File: src/rtl/thermo_acc_8.sv
`default_nettype none
// ============================================================================
// Module      : thermo_acc_8
// Description : Accumulates a unary bitstream over a window of CYCLE accepted
//               bits into an 8-bit thermometer word for the leading-one
//               priority encoder downstream. Each accepted '1' shifts another
//               '1' in from the LSB. The finished word, an unsaturated ones
//               count and a saturation flag are held under a valid/ready
//               handshake.
//
// Ports       : clk        - sole clock, rising edge
//               rst_n      - asynchronous active-low reset
//               start      - begin (or restart) a window, single-cycle pulse
//               in_valid   - in_bit is valid this cycle
//               in_bit     - unary stream bit
//               in_ready   - block accepts stream bits (window in progress)
//               out_ready  - downstream consumes the result
//               out_valid  - therm / ones_cnt / sat hold a finished result
//               therm      - thermometer word (contiguous ones from bit 0)
//               ones_cnt   - accepted ones in the window, never saturates
//               sat        - a '1' arrived while therm was already 8'hFF
//
// Revision    : 1.0 - initial release
// ============================================================================
module thermo_acc_8 #(
  parameter int CYCLE = 16,
  parameter int CW    = $clog2(CYCLE + 1)
) (
  input  logic          clk,
  input  logic          rst_n,
  input  logic          start,
  input  logic          in_valid,
  input  logic          in_bit,
  output logic          in_ready,
  input  logic          out_ready,
  output logic          out_valid,
  output logic [7:0]    therm,
  output logic [CW-1:0] ones_cnt,
  output logic          sat
);

  // Window counter only has to reach CYCLE-1.
  localparam int              WW      = $clog2(CYCLE);
  localparam logic [WW-1:0]   c_WLAST = WW'(CYCLE - 1);

  localparam logic [1:0] c_IDLE = 2'd0;
  localparam logic [1:0] c_ACC  = 2'd1;
  localparam logic [1:0] c_HOLD = 2'd2;

  logic [1:0]    state_q,     state_d;
  logic          in_ready_q,  in_ready_d;
  logic          out_valid_q, out_valid_d;
  logic [WW-1:0] wcnt_q,      wcnt_d;
  logic [7:0]    therm_q,     therm_d;
  logic [CW-1:0] ones_q,      ones_d;
  logic          sat_q,       sat_d;

  logic w_accept;
  logic w_last;
  logic w_clear;

  // in_ready_q mirrors state==ACC, so it doubles as the accept qualifier.
  assign w_accept = in_valid & in_ready_q;
  assign w_last   = (wcnt_q == c_WLAST);

  // A start clears the result everywhere except in HOLD, where it only
  // counts together with the handshake so a held result is never lost.
  assign w_clear  = start & ((state_q != c_HOLD) | out_ready);

  // --------------------------------------------------------------------------
  // State register (plus registered handshake flags)
  // --------------------------------------------------------------------------
  always_ff @(posedge clk or negedge rst_n) begin
    if (!rst_n) begin
      state_q     <= c_IDLE;
      in_ready_q  <= 1'b0;
      out_valid_q <= 1'b0;
    end else begin
      state_q     <= state_d;
      in_ready_q  <= in_ready_d;
      out_valid_q <= out_valid_d;
    end
  end

  // --------------------------------------------------------------------------
  // Next-state logic
  // --------------------------------------------------------------------------
  always_comb begin
    state_d = state_q;
    case (state_q)
      c_IDLE: begin
        if (start) begin
          state_d = c_ACC;
        end
      end
      c_ACC: begin
        // A start in the same cycle discards the bit, so it cannot close
        // the window.
        if (!start && w_accept && w_last) begin
          state_d = c_HOLD;
        end
      end
      c_HOLD: begin
        if (out_ready) begin
          state_d = start ? c_ACC : c_IDLE;
        end
      end
      default: begin
        state_d = c_IDLE;
      end
    endcase
  end

  // --------------------------------------------------------------------------
  // Output logic: flags are decoded from the next state and registered so
  // they line up with the state they describe.
  // --------------------------------------------------------------------------
  always_comb begin
    in_ready_d  = (state_d == c_ACC);
    out_valid_d = (state_d == c_HOLD);
  end

  // --------------------------------------------------------------------------
  // Accumulator datapath
  // --------------------------------------------------------------------------
  always_comb begin
    wcnt_d  = wcnt_q;
    therm_d = therm_q;
    ones_d  = ones_q;
    sat_d   = sat_q;

    if (w_clear) begin
      wcnt_d  = '0;
      therm_d = 8'h00;
      ones_d  = '0;
      sat_d   = 1'b0;
    end else if ((state_q == c_ACC) && w_accept) begin
      // Hold the counter on the final accept; the next start clears it.
      if (!w_last) begin
        wcnt_d = wcnt_q + WW'(1);
      end
      if (in_bit) begin
        ones_d = ones_q + CW'(1);
        if (therm_q != 8'hFF) begin
          therm_d = {therm_q[6:0], 1'b1};
        end else begin
          sat_d = 1'b1;
        end
      end
    end
  end

  always_ff @(posedge clk or negedge rst_n) begin
    if (!rst_n) begin
      wcnt_q  <= '0;
      therm_q <= 8'h00;
      ones_q  <= '0;
      sat_q   <= 1'b0;
    end else begin
      wcnt_q  <= wcnt_d;
      therm_q <= therm_d;
      ones_q  <= ones_d;
      sat_q   <= sat_d;
    end
  end

  assign in_ready  = in_ready_q;
  assign out_valid = out_valid_q;
  assign therm     = therm_q;
  assign ones_cnt  = ones_q;
  assign sat       = sat_q;

endmodule
`default_nettype wire

File: config.mk
export PLATFORM = sky130hd
export DESIGN_NAME = thermo_acc_8
export DESIGN_NICKNAME = d
export VERILOG_FILES = /design/src/rtl/thermo_acc_8.sv
export SDC_FILE = /design/constraint.sdc
export NUM_CORES = 1
export LEC_CHECK = 0
export ABC_AREA = 1
export ABC_CLOCK_PERIOD_IN_PS = 2800
export BUFFER_PORTS_ARGS = -buffer_cell sky130_fd_sc_hd__buf_2
export CORE_ASPECT_RATIO = 1.25
export CORE_MARGIN = 2
export CORE_UTILIZATION = 57
export CTS_CLUSTER_SIZE = 24
export DETAILED_ROUTE_END_ITERATION = 6
export PLACE_DENSITY = 0.93
export SYNTH_ARGS = -nofsm -noshare
export SYNTH_HDL_FRONTEND = slang
export SYNTH_SLANG_ARGS = --single-unit
export TNS_END_PERCENT = 100
File: constraint.sdc
create_clock -name clk -period 2.8 [get_ports clk]
set_clock_uncertainty 0.1 [all_clocks]
set_input_delay 0.42 -clock clk [delete_from_list [all_inputs] [get_ports clk]]
set_output_delay 0.42 -clock clk [all_outputs]
set_load 0.03 [all_outputs]
# Word-level counts from Yosys, hierarchy flattened

Cells that the tools add are included.

Register bits after elaboration: 22
Bits of input ports: 6
Output and inout port bits: 16

Add/sub/neg operators: 2
Equality and inequality tests: 9
Multiplexer cells: 19
Bitwise operators: 3
Reduce and logical (&&, ||, !) cells: 12

Operators with widths:

| kind                                                  | count |
|---|---|
| two-way mux 8 bit                                     | 4 |
| two-way mux 5 bit                                     | 3 |
| two-way mux 4 bit                                     | 3 |
| inequality test 8 bit, second input constant          | 1 |
| two-way mux 2 bit                                     | 3 |
| case mux 2 bit (3 select lines)                       | 1 |
| AND reduction 3 bit                                   | 2 |
| nonzero test 2 bit                                    | 3 |
| adder 5 x 1 -> 5 bit, second input constant           | 1 |
| two-way mux 1 bit                                     | 5 |
| adder 4 x 1 -> 4 bit, second input constant           | 1 |
| == test 2 x 1 -> 1 bit, second input constant         | 2 |
| == test 2 bit, second input constant                  | 2 |
| == test 4 bit, second input constant                  | 1 |
| inequality test 2 bit, second input constant          | 2 |
| AND reduction 2 bit                                   | 2 |
| logical AND 1 bit                                     | 3 |
| bitwise AND 1 bit                                     | 2 |
| zero test 2 bit                                       | 1 |
| inequality test 2 x 1 -> 1 bit, second input constant | 1 |
| zero test 1 bit                                       | 1 |
| OR 1 bit                                              | 1 |

# Logic depth before layout (Yosys ltp)

Word-level depth: 6
Depth in mapped cells: 8
Gate-level depth less buffers: 8

# Worst setup path after synthesis

Ideal clock, no wire load.

Path type: register to register
From: register in_ready_q (netlist: in_ready)
To: register therm_q[3] (netlist: therm[3])
Arrival time: 1.229 ns
Data required time: 2.634 ns
Slack: 1.405 ns
Stages on the path, launching flop included: 6
Period minus slack after synthesis: 1.395 ns
Cell sequence: dfrtp_1 > nand2_1 > nor3_4 > buf_4 > nand4_1 > nand2_1

Longest elaborated chain between the ends: 4

Ends and longest elaborated chain:

| what                                 | RTL line | text |
|---|---|---|
| start, declared                      | 51       | `logic in_ready_q, in_ready_d;` |
| start signal, assigned               | 80       | `in_ready_q <= in_ready_d;` |
| bitwise AND 1 bit                    | 63       | `assign w_accept = in_valid & in_ready_q;` |
| logical AND 1 bit                    | 137      | `end else if ((state_q == c_ACC) && w_accept) begin` |
| nonzero test 2 bit (no source line)  | n/a      |  |
| AND reduction 3 bit (no source line) | n/a      |  |
| end signal, assigned                 | 161      | `therm_q <= therm_d;` |
| end, declared                        | 54       | `logic [7:0] therm_q, therm_d;` |

Every way passes these cells.
A chain may end at the register's enable or synchronous reset.

# Final worst setup path

From: register state_q[1]
To: register therm_q[5] (netlist: therm[5])

Longest elaborated chain between the ends: 5
Elaborated cells between the ends (all ways): 10

Ends and longest elaborated chain:

| what                                 | RTL line | text |
|---|---|---|
| start, declared                      | 50       | `logic [1:0] state_q, state_d;` |
| start signal, assigned               | 75       | `state_q <= c_IDLE;` |
| start signal, assigned               | 79       | `state_q <= state_d;` |
| inequality test 2 bit                | 68       | `assign w_clear = start & ((state_q != c_HOLD) \| out_ready);` |
| OR 1 bit                             | 68       |  |
| bitwise AND 1 bit                    | 68       |  |
| nonzero test 2 bit (no source line)  | n/a      |  |
| AND reduction 3 bit (no source line) | n/a      |  |

Parallel ways exist; a longest one is shown, timed or not.

==> impl_summary.md <==
Detailed routing
Summed over all layers, the routed wires come to 2.16 mm. The count of vias placed by the detailed router is 979. The remaining routing DRC violations is 0. The detail route stage leaves a number of antenna-violating nets equal to 0. The pre-antenna-repair detailed-routing pass consisted of 4 iterations. The number of design-rule violations left by the first detailed-router iteration is 38.

Dividing the detail-routed wire length by the instance count gives 12.1 um. The via count normalized by instance count is 5.50.

Finish
In the final layout, the share of cells above drive strength 1 is 0.214. The number of inserted diodes is 0. Leaving out fill and tap cells, the most frequent cells in the layout are sky130_fd_sc_hd__nand2_1, sky130_fd_sc_hd__dfrtp_1, sky130_fd_sc_hd__buf_2. The leading cell type in the layout, fill and taps excluded is sky130_fd_sc_hd__nand2_1. For this run, the post-layout net count is 168. The area added between synthesis and finish is 13.8%.

Floorplanning
The die covers 0.00231 sq mm. The area of the core region is 0.00181 sq mm. Pin placement for this block handled 22 I/O pins. In this run the horizontal extent of the chip is 43.4 um. The initial utilization of the core area, before any placement, comes to 0.612. Row generation in the floorplan step produced 17 rows.

In this run the vertical extent of the chip is 53.3 um.

Critical path
The capture instance of the worst register-to-register path is therm[5]. The critical path class is flip-flop to flip-flop. The number of cell instances on the worst register-to-register path is 6. Across all register-to-register paths, the minimum setup slack is 1.23 ns. Of all nets on the critical path, the largest fanout is 13. For the worst setup path, the data required time is 2.90 ns. The type of element launching the critical path is a flip-flop. The critical path arrival is 1.67 ns. The worst register-to-register path begins at state_q[1]. STA classifies the critical path endpoint as a flip-flop.

Power and ir drop
The power share of the clock group is 0.287. The switching portion of total power is 0.285. The part of the total power dissipated in combinational logic is 0.148. The total internal power is 0.435 mW. Of the total power, registers draw 0.564. VDD sags by at most 393 uV. In this run the static leakage power is 0.737 nW. Overall power consumption after layout is estimated at 0.608 mW. The analysis attributes to net switching a power of 0.173 mW. Power spread over the standard cell area amounts to 482 mW/mm^2.

CTS
The number of gates given a new drive strength after cts is 0. The tree is rooted in a sky130_fd_sc_hd__clkbuf_4. Buffers added to address setup during post-CTS repair amount to 0. At the later pin of the worst-skew pair, clock insertion delay measures 0.31 ns. The clock passes through at most 2 buffers. The total number of clock tree sinks is 22. The clock-pin slew reported for the worst setup and hold paths after clock tree synthesis is 0.12 ns. TritonCTS built the clock tree.

CTS built an H-tree with a depth of 1. Counting the buffers created by CTS gives 3.

Global routing
The global-route usage over all layers is 0.188. The first global-routing pass estimated 3.25 mm of wire. The number of global-route vias before repair is 809. The largest net degree at the start of global routing is 28. The number of antenna violations at the first check in global routing came to 0. The total congestion overflow is 0.

Timing
The number of hold violations in the final report came to 0. The total count of max-transition violations in the final report is 0. The total setup violations reported at the end of the flow is 0. The final-layout setup total negative slack is 0 ns. The minimum period implied by the final worst setup slack is 1.57 ns. Headroom to the max-slew limit came out at 0.682. The slew at the pin closest to its max-slew limit is 0.475 ns.

The highest clock rate is 638 MHz. Setup repair after global routing left no endpoint under its margin. The final clock period utilization by the worst path is 0.560.

Hold path
For hold timing, the worst endpoint is state_q[1]. The depth of the worst hold-timing path is 4. The worst hold path begins at out_ready. The path category of the worst min-delay check is input port to flip-flop.

Synth
By area the synthesized netlist is led by sky130_fd_sc_hd__dfrtp_1, sky130_fd_sc_hd__nand2_1, sky130_fd_sc_hd__nand4_1, sky130_fd_sc_hd__nand3_1, sky130_fd_sc_hd__inv_1. After synthesis, the netlist uses 17 different library cells. Yosys printed 0 warnings.

Dividing the synthesized area by the synthesized cell count gives 8.14 sq um. The cell type with the highest aggregate area in the netlist is sky130_fd_sc_hd__dfrtp_1. The number of instances in the synthesized netlist is 136.

The area share of the largest cell type after synthesis is 0.497. The count of state elements after synthesis is 22. The synthesized net count is 144. For this run, the register share of the synthesized area comes to 0.497.

The cell area that synthesis handed to floorplanning was 0.00111 sq mm.

Place
The count of port buffers added during placement is 21. The half-perimeter wire length after placement is 1.61 mm. The routability-driven placement congestion ratio is 0.834.

Job
Max-cap violations in this run came to 0.

Run status
The flow ran to the end, and the final reports show no timing, DRC or antenna violations.
[through the flow]
step | hold slack (ns) | setup slack [ns] | cell area (sq um) | utilization | std cells
after detailed placement | 0.300 | 1.13 | 1210 | 0.671 | 173
after floorplan | 0.0244 | 1.41 | 1110 | - | 136
after global routing | 0.363 | 1.10 | 1260 | 0.697 | 178
final | 0.331 | 1.23 | 1260 | 0.697 | 178
after global placement | 0.299 | 1.19 | 1210 | 0.671 | 173
after CTS | 0.326 | 1.23 | 1260 | 0.697 | 178
[sequential cells by signal (all words and copies together) (netlist names)]
name	count
therm	8
state_q	2
sat	1
ones_cnt	5
wcnt_q	4
in_ready	1
out_valid	1
[final cells by class]
cell class,count,area [sq um]
tap,19,23.8
timing repair buffer,22,115
inverter,13,48.8
sequential,22,551
multi-input combinational,98,485
clock buffer,4,36.3
fill,145,548
[worst max path at each step]
| stage | startpoint | endpoint |
|---|---|---|
| 2_1_floorplan | in_ready | therm[3] |
| 3_3_place_gp | in_valid | therm[3] |
| 3_5_place_dp | in_valid | therm[5] |
| 4_1_cts | state_q[1] | therm[5] |
| 5_1_grt | state_q[0] | ones_cnt[4] |
| 6_report | state_q[1] | therm[5] |
[timing repair]
item	in CTS	in global routing
setup endpoints to repair	0	0
endpoints found under the hold margin	22	0
hold buffers	1	0
[cells in the mapped netlist (all sizes together)]
cell	instances
nor3	1
nand2	48
buf	3
dfrtp	22
nor2	9
a21oi	1
or2	1
nand4	14
o21ai	6
nand3	15
xor2	1
inv	13
ha	2
[power groups by stage]
stage | Combinational, mW | Clock, mW | Sequential, mW
final | 0.0902 | 0.175 | 0.343
after global placement | 0.0849 | 0 | 0.348
after detailed placement | 0.0892 | 0 | 0.349
after floorplan | 0.0510 | 0 | 0.361
after CTS | 0.0908 | 0.177 | 0.343
after global routing | 0.0991 | 0.186 | 0.345
[cell families (layout without fill, tap and decap cells)]
kind of cell,count (synthesis),count (layout),synth area share
fa+ha+maj,2,2,0.0226
simple gates,88,88,0.376
flops,22,22,0.497
compound gates,7,7,0.0316
xor+xnor,1,1,0.00791
buf+inv,16,39,0.0644
[worst max-delay path, cell delays in order (launching register included)]
cell and delay, ns:
sky130_fd_sc_hd__dfrtp_1 0.43, sky130_fd_sc_hd__inv_2 0.07, sky130_fd_sc_hd__nand2_2 0.08, sky130_fd_sc_hd__nor3_4 0.39
sky130_fd_sc_hd__nand2_2 0.20, sky130_fd_sc_hd__nand3_1 0.12, sky130_fd_sc_hd__nand2_1 0.07
[routing by layer]
layer / global-route usage / vias to the layer above / part of all wire
li1: - / 495 / -
met2: 0.356 / 26 / 0.50
met1: 0.201 / 450 / 0.44
met4: 0.0909 / 0 / 0.023
met5: 0 / - / 0
met3: 0.0239 / 8 / 0.036
Power figures use the tool's default switching activity.
